[config.mk]
export PLATFORM = sky130hd
export DESIGN_NAME = md_issue
export DESIGN_NICKNAME = d
export VERILOG_FILES = /design/src/rtl/md_issue_pkg.sv /design/src/rtl/md_issue_watchdog.sv /design/src/rtl/md_issue.sv
export SDC_FILE = /design/constraint.sdc
export NUM_CORES = 1
export LEC_CHECK = 0
export ABC_AREA = 1
export CAP_MARGIN = 30
export CORE_MARGIN = 3
export CORE_UTILIZATION = 37
export DETAILED_ROUTE_END_ITERATION = 16
export GPL_ROUTABILITY_DRIVEN = 0
export GPL_TIMING_DRIVEN = 0
export PLACE_DENSITY_LB_ADDON = 0.1
export SLEW_MARGIN = 20
export SYNTH_ARGS = -nofsm -noshare
export SYNTH_HDL_FRONTEND = slang
export SYNTH_HIERARCHICAL = 1
export SYNTH_SLANG_ARGS = --single-unit
export TNS_END_PERCENT = 100
[constraint.sdc]
create_clock -name clk -period 2.05 [get_ports clk]
set_clock_uncertainty 0.15 [all_clocks]
set_input_delay 0.3075 -clock clk [delete_from_list [all_inputs] [get_ports clk]]
set_output_delay 0.3075 -clock clk [all_outputs]
set_load 0.01 [all_outputs]
[src/rtl/md_issue_pkg.sv]
// Shared md op encodings and widths used by the md issue controller and its users.
package md_issue_pkg;

  localparam int MD_OP_W = 4;

  localparam logic [MD_OP_W-1:0] MD_NONE  = 4'd0;
  localparam logic [MD_OP_W-1:0] MD_MULT  = 4'd1;
  localparam logic [MD_OP_W-1:0] MD_MULTU = 4'd2;
  localparam logic [MD_OP_W-1:0] MD_DIV   = 4'd3;
  localparam logic [MD_OP_W-1:0] MD_DIVU  = 4'd4;
  localparam logic [MD_OP_W-1:0] MD_MTHI  = 4'd5;
  localparam logic [MD_OP_W-1:0] MD_MTLO  = 4'd6;

endpackage

[src/rtl/md_issue_watchdog.sv]
// md_watchdog: saturating up-counter with clear/enable and a terminal-count expire flag.
// Meant to be shared by multicycle units that need to bound a wait.
module md_watchdog
  import md_issue_pkg::*;
#(
  parameter int CNT_W = 4,
  parameter int LIMIT = 15
) (
  input  logic clk,
  input  logic reset,
  input  logic clr,
  input  logic en,
  output logic expire
);

  logic [CNT_W-1:0] count;

  // Count enabled cycles since the last clear; hold at all-ones instead of wrapping.
  always_ff @(posedge clk) begin
    if (reset) begin
      count <= '0;
    end else if (clr) begin
      count <= '0;
    end else if (en && (count != '1)) begin
      count <= count + 1'b1;
    end
  end

  assign expire = (count == CNT_W'(LIMIT - 1));

endmodule

[src/rtl/md_issue.sv]
// md_issue: EX-stage issue/interlock controller directly upstream of the md mul/div unit.
// Registers the op and operands toward md, stalls F/D/E while md is occupied, serves
// MFHI/MFLO from md's hi/lo, and keeps a sticky divide-by-zero flag and a watchdog timeout.
//
//   state | meaning
//   IDLE  | nothing in flight from this controller; an md op may be accepted
//   ISSUE | op is on md_op this cycle; md samples it on the negedge
//   WAIT  | md is busy; hold the pipeline until md finishes or the watchdog expires
module md_issue
  import md_issue_pkg::*;
#(
  parameter int OP_W    = MD_OP_W,
  parameter int TIMEOUT = 15,
  parameter int CNT_W   = 4
) (
  input  logic            clk,
  input  logic            reset,
  input  logic            e_valid,
  input  logic            e_flush,
  input  logic [OP_W-1:0] e_md_op,
  input  logic            e_mf_hi,
  input  logic            e_mf_lo,
  input  logic [31:0]     e_rs,
  input  logic [31:0]     e_rt,
  input  logic            md_busy,
  input  logic            md_invalid,
  input  logic [31:0]     md_hi,
  input  logic [31:0]     md_lo,
  output logic [OP_W-1:0] md_op,
  output logic [31:0]     md_dh,
  output logic [31:0]     md_dl,
  output logic            stall,
  output logic [31:0]     mf_data,
  output logic            div0_sticky,
  input  logic            div0_clr,
  output logic            timeout
);

  typedef enum logic [1:0] {
    ST_IDLE  = 2'd0,
    ST_ISSUE = 2'd1,
    ST_WAIT  = 2'd2
  } state_e;

  state_e state, state_nxt;

  logic is_md_op;
  logic need;
  logic accept;
  logic div_q;
  logic first_wait;
  logic wd_clr;
  logic wd_en;
  logic wd_expire;

  assign is_md_op = (e_md_op != OP_W'(MD_NONE));
  assign need     = e_valid & ~e_flush & (is_md_op | e_mf_hi | e_mf_lo);
  assign stall    = need & ((state != ST_IDLE) | md_busy);
  assign accept   = (state == ST_IDLE) & ~md_busy & e_valid & ~e_flush & is_md_op;

  // Watchdog restarts on every entry into WAIT, whether from ISSUE or from a busy md in IDLE.
  assign wd_clr = (state_nxt == ST_WAIT) & (state != ST_WAIT);
  assign wd_en  = (state == ST_WAIT);

  md_watchdog #(
    .CNT_W (CNT_W),
    .LIMIT (TIMEOUT)
  ) u_watchdog (
    .clk    (clk),
    .reset  (reset),
    .clr    (wd_clr),
    .en     (wd_en),
    .expire (wd_expire)
  );

  // Next-state: md has no reset, so a busy md seen in IDLE must be waited out as well.
  always_comb begin
    state_nxt = state;
    unique case (state)
      ST_IDLE: begin
        if (accept) begin
          state_nxt = ST_ISSUE;
        end else if (md_busy) begin
          state_nxt = ST_WAIT;
        end
      end
      ST_ISSUE: begin
        if ((md_op == OP_W'(MD_MTHI)) || (md_op == OP_W'(MD_MTLO))) begin
          state_nxt = ST_IDLE;
        end else begin
          state_nxt = ST_WAIT;
        end
      end
      ST_WAIT: begin
        if (!md_busy || wd_expire) begin
          state_nxt = ST_IDLE;
        end
      end
      default: state_nxt = ST_IDLE;
    endcase
  end

  // State and issue registers; md_op is a one-cycle pulse, operands hold until the next accept.
  always_ff @(posedge clk) begin
    if (reset) begin
      state      <= ST_IDLE;
      md_op      <= OP_W'(MD_NONE);
      md_dh      <= '0;
      md_dl      <= '0;
      div_q      <= 1'b0;
      first_wait <= 1'b0;
    end else begin
      state      <= state_nxt;
      md_op      <= accept ? e_md_op : OP_W'(MD_NONE);
      first_wait <= (state == ST_ISSUE) & (state_nxt == ST_WAIT);
      if (accept) begin
        md_dh <= e_rs;
        md_dl <= e_rt;
        div_q <= (e_md_op == OP_W'(MD_DIV)) | (e_md_op == OP_W'(MD_DIVU));
      end
    end
  end

  // Sticky flags: div0 is judged only in the first WAIT cycle of a divide, and a set beats a clear.
  // timeout records a real hang, i.e. the watchdog ran out with md still busy.
  always_ff @(posedge clk) begin
    if (reset) begin
      div0_sticky <= 1'b0;
      timeout     <= 1'b0;
    end else begin
      if (first_wait && div_q && md_invalid) begin
        div0_sticky <= 1'b1;
      end else if (div0_clr) begin
        div0_sticky <= 1'b0;
      end
      if ((state == ST_WAIT) && wd_expire && md_busy) begin
        timeout <= 1'b1;
      end
    end
  end

  // MFHI/MFLO read mux; hi takes priority when both are flagged.
  always_comb begin
    mf_data = '0;
    if (e_mf_hi) begin
      mf_data = md_hi;
    end else if (e_mf_lo) begin
      mf_data = md_lo;
    end
  end

endmodule
# Word level (Yosys, flattened, before mapping)
# Index checks and enable logic that the tools add are counted.
[word_totals]
register_bits = 78
input_bits = 141
wordCells = 59
[op_classes]
bitwise_logic = 16
add_sub_neg = 1
n_reduce_logical = 14
eq_ne = 10
muxes = 9
[op_table]
columns = ["operator", "count"]
rows = [
  ["$mux 32", 2],
  ["$eq 4x3->1 const B", 3],
  ["$and 1x1->1", 9],
  ["$mux 2", 4],
  ["$pmux 2 s3", 1],
  ["$logic_and 1x1->1", 5],
  ["$add 4x1->4 const B", 1],
  ["$eq 2x2->1 const B", 2],
  ["$eq 4x2->1 const B", 1],
  ["$eq 4x4->1 const B", 1],
  ["$ne 4x4->1 const B", 1],
  ["$or 1x1->1", 4],
  ["$reduce_bool 2->1", 2],
  ["$reduce_bool 4->1", 1],
  ["$reduce_or 2->1", 2],
  ["$not 1->1", 3],
  ["$eq 2x1->1 const B", 1],
  ["$logic_not 2->1", 1],
  ["$logic_or 1x1->1", 2],
  ["$mux 1", 2],
  ["$ne 2x2->1 const B", 1],
  ["$logic_not 1->1", 1],
]

# Depth between registers and ports, before layout
[logic_depth]
word_depth = 10
mapped_depth = 9
ltp_nobuf = 9

# Hierarchy
# The synthesis kept the hierarchy.
[modules_own_cells]
columns = ["module", "area_each_um2", "cells_per_inst", "n_inst"]
rows = [
  ["md_issue", 3719.8, 585, 1],
  ["md_watchdog", 242.7, 31, 1],
]

# Least setup slack after synthesis
# No wires, ideal clock.
[synth_timing]
path_type = "reg-to-reg"
startpoint = "reg u_watchdog.count[0]"
endpoint = "reg u_watchdog.count[2]"
stages_incl_launch_ff = 9
t_arrival_ns = 1.445
path_buffers = 0
t_required_ns = 1.784
setup_slack_ns = 0.339
setup_time_ns = 0.116
path_cell_list = "dfxtp_1 -> inv_1 -> ha_1 -> and3_1 -> nand2_1 -> nand3_1 -> a21oi_1 -> nor2_8 -> a21boi_1"
[synth_via]
elab_chain_cells = 7
[synth_rtl]
columns = ["item", "line_no", "rtl"]
rows = [
  ["start: declaration", "md_issue_watchdog.sv:16", "logic [CNT_W-1:0] count;"],
  ["start signal: assignment", "md_issue_watchdog.sv:25", "count <= count + 1'b1;"],
  ["$eq 4x4->1", "md_issue_watchdog.sv:29", "assign expire = (count == CNT_W'(LIMIT - 1));"],
  ["net wd_expire", "md_issue.sv:54", "logic wd_expire;"],
  ["$logic_or 1x1->1", "md_issue.sv:95", "if (!md_busy || wd_expire) begin"],
  ["$mux 2", "md_issue.sv:95", ""],
  ["$pmux 2 s3", "md_issue.sv:79", "unique case (state)"],
  ["$eq 2x2->1", "md_issue.sv:62", "assign wd_clr = (state_nxt == ST_WAIT) & (state != ST_WAIT);"],
  ["$and 1x1->1", "md_issue.sv:62", ""],
  ["net wd_clr", "md_issue.sv:52", "logic wd_clr;"],
  ["$reduce_or 2->1 (no line)", "--", ""],
]
# The timed path passes the listed nets, and every way through them passes these cells.
# A chain may end at the register's enable or synchronous reset.

# Final worst setup path
[layout_timing]
startpoint = "in e_mf_hi"
endpoint = "out mf_data[21]"
[layout_via]
elab_chain_cells = 1
[layout_rtl]
columns = ["item", "line_no", "rtl"]
rows = [
  ["start: declaration", "md_issue.sv:21", "input logic e_mf_hi,"],
  ["$mux 32", "md_issue.sv:145", "if (e_mf_hi) begin"],
  ["end: declaration", "md_issue.sv:33", "output logic [31:0] mf_data,"],
]
# Every way passes these cells.

==> out/results.ini <==
[logic_synthesis]
synth.avg_cell_area_um2=6.43
syn_area_um2=3960
syn_inst=616
yosys.cell_types.count=25
yosysWarningCount=6
yosysSeqAreaShare_pct=39.4
ys_ff_latch=78
syn_nets=759

[cts]
cts_buffer_depth=2
cts_tree=done
clock_latency_ns=0.33
htreeDepth=3
cts.clk_slew.worst_paths_ns=0.08
hold_buffers=0
clockRootBuffer=clkbuf_8
cts_buffers=9
clock_sinks=78

[setup_path]
worstPathArrival_ns=1.52
crit_path_end_kind=primary output
reg2reg_from=u_watchdog/count[0]
crit_buf_inv=4
r2r_end=u_watchdog/count[2]
worstPathCellList=clkbuf_2 > inv_2 > clkbuf_4 > nand3_1 > nand2_1 > clkdlybuf4s50_1
crit_type=in2out
cp.required_ns=1.59
path_delay_family=buffers and inverters
critPathMaxStageDelay_ns=0.58
worstSetupStartpointType=input pin
slowest_stage=clkdlybuf4s50_1
worstPathMaxFanout=10
reg2reg_setup_slack_ns=0.16
worst-r2r-cell-count=8
path_depth=6

[global_routing]
antenna_found_initial=0
grt_remaining_overflow=0
grt_start_max_net_pins=14
grt_use_total_pct=21.6
grt_first_pass_wirelength_mm=20.5
grt_pass1_vias=4335

[floorplan]
core_um2=10400
die_height_um=109
rows=37
initial_core_util_pct=38.2
io_pins=244
die_x_um=109
die-area_um2=12000

[routing]
routed_wl_mm=13.2
wl_per_cell_um=13.0
dr.pass1.iters=5
viasPerCell=4.51
postRouteAntennaNets=0
via_count=4566
drc_errors=0
drtIter0Drc=258

[cells_and_area]
num-nets-final=1014
area_growth_syn_to_layout_pct=71.8
n_antenna_cell=0
drive_gt1_share_pct=7.76

[timing]
period_share_pct=96.5
maxSlewHeadroom_pct=70.6
timing.hold.ws_ns=0.213
slew_viol_final=0
final_hold_viol_count=0
setup_viol=0
fin_crit_ns=1.98
rsz0062_at_grt=no
fmax_mhz=506
tightest_slew_ns=0.439

[hold_path]
hold_end=md_op[0]
min_path_cells=3
hold_start=e_md_op[0]
hold_class=in2reg

[outcome]
status=completed

[power]
leakage_nw=3.16
vdd_drop_max_mv=0.278
powerDensity_nw_per_um2=539
finalPower_mw=3.67

[placement]
hpwl_mm=10.3
io_buffers=241

[job]
drv_cap=0

registers in the layout (all words and copies together) (netlist names):
name and flops:
md_dh 32, md_dl 32, md_op 4, u_watchdog/count 4, state 2, div0_sticky 1, div_q 1, first_wait 1
timeout 1
how the worst max path moves through the flow:
stage                                endpoint                start
after floorplan           u_watchdog/count[2]  u_watchdog/count[0]
after global placement                  stall           e_md_op[2]
after detailed placement                stall           e_md_op[1]
after CTS                         mf_data[29]              e_mf_hi
after global routing              mf_data[21]              e_mf_hi
final                             mf_data[21]              e_mf_hi
cells in the final DEF (no fill, tap or decap), types with 2 or more instances in the layout:
master and n:
nand3_2 2, inv_1 78, buf_1 5, nor2_1 149
a21oi_1 3, buf_6 17, clkdlybuf4s50_1 234, buf_2 6
nand2_1 140, clkbuf_1 3, nor2_8 3, inv_2 4
dlygate4sd2_1 4, ha_1 2, dfxtp_1 78, clkbuf_8 9
clkinv_4 2, nor2_2 3, clkbuf_4 3, clkbuf_2 5
nand3_1 103, buf_4 3, dlymetal6s2s_1 2, nand2_2 4
synthesized netlist by cell type:
| cell | instances | share of area (%) |
|---|---|---|
| o21ai_0 | 1 | 0.13 |
| o21ai_1 | 1 | 0.13 |
| nor3_1 | 2 | 0.25 |
| a31oi_1 | 1 | 0.16 |
| ha_1 | 2 | 0.63 |
| dfxtp_1 | 78 | 39 |
| a21boi_1 | 1 | 0.19 |
| nand4_1 | 1 | 0.16 |
| nor2_2 | 2 | 0.32 |
| inv_2 | 2 | 0.19 |
| nand3_1 | 103 | 13 |
| inv_1 | 80 | 7.6 |
| buf_4 | 1 | 0.19 |
| nand2_2 | 3 | 0.47 |
| buf_6 | 17 | 4.8 |
| nor2_1 | 151 | 14 |
| xor2_1 | 1 | 0.22 |
| buf_2 | 4 | 0.51 |
| a21oi_1 | 3 | 0.38 |
| nand2_1 | 141 | 13 |
| and3_1 | 1 | 0.16 |
| buf_1 | 7 | 0.66 |
| nand3_2 | 2 | 0.51 |
| nor2_8 | 3 | 1.5 |
| clkbuf_1 | 8 | 0.76 |
area by class of cell:
type	instances	area, um2
Fill cell	930	3560
Timing Repair Buffer	244	2430
Multi-Input combinational cell	419	1850
Sequential cell	78	1560
Inverter	82	308
Buffer	37	302
Tap cell	136	170
Clock buffer	11	131
Clock inverter	5	60.1
worst register-to-register path, cell delays in order, from the launching register on:
cell      delay (ns)
dfxtp_1         0.40
inv_1           0.10
ha_1            0.21
and3_1          0.20
nand2_1         0.07
nand3_1         0.07
a21oi_1         0.38
nor2_8          0.08
a21boi_1        0.13
layer usage:
metal	wire length, um	GRT usage (%)	vias up
met2	6760	39.4	147
met5	0	0	-
met4	209	6.77	0
li1	-	-	2376
met1	5220	24.4	2029
met3	963	5.52	14
kinds of logic (layout without fill, tap and decap cells):
family / count (synthesis) / in the layout / synth area share, %
AOI/OAI and AO/OA: 7 / 7 / 0.979
xor gates and xnor gates: 1 / 1 / 0.221
adders and majority gates: 2 / 2 / 0.631
buffers and inverters: 119 / 379 / 14.7
DFF: 78 / 78 / 39.4
and+or+nand+nor: 409 / 409 / 44.0
through the flow:
stage	instances	TNS, ns	area, um2	util, %	worst slack (ns)
finish	1012	0	6810	65.7	0.0724
global route	1012	0	6810	65.7	0.0000479
CTS	1012	0	6790	65.5	0.00895
detailed placement	993	-7.31	6550	63.1	-0.737
global placement	993	-5.00	6550	63.1	-0.662
floorplan	616	0	3960	-	0.339
where the power goes:
part	switching (mW)	internal [mW]	leakage, nW
Clock	0.563	0.566	0.0935
Combinational	0.381	0.543	2.43
Sequential	0.0353	1.58	0.635
repair_timing:
action,in CTS,in global routing
gates resized for setup,26,10
setup endpoints to repair,32,31
setup buffers,3,0
pin swaps,3,2
Power figures use the tool's default switching activity.
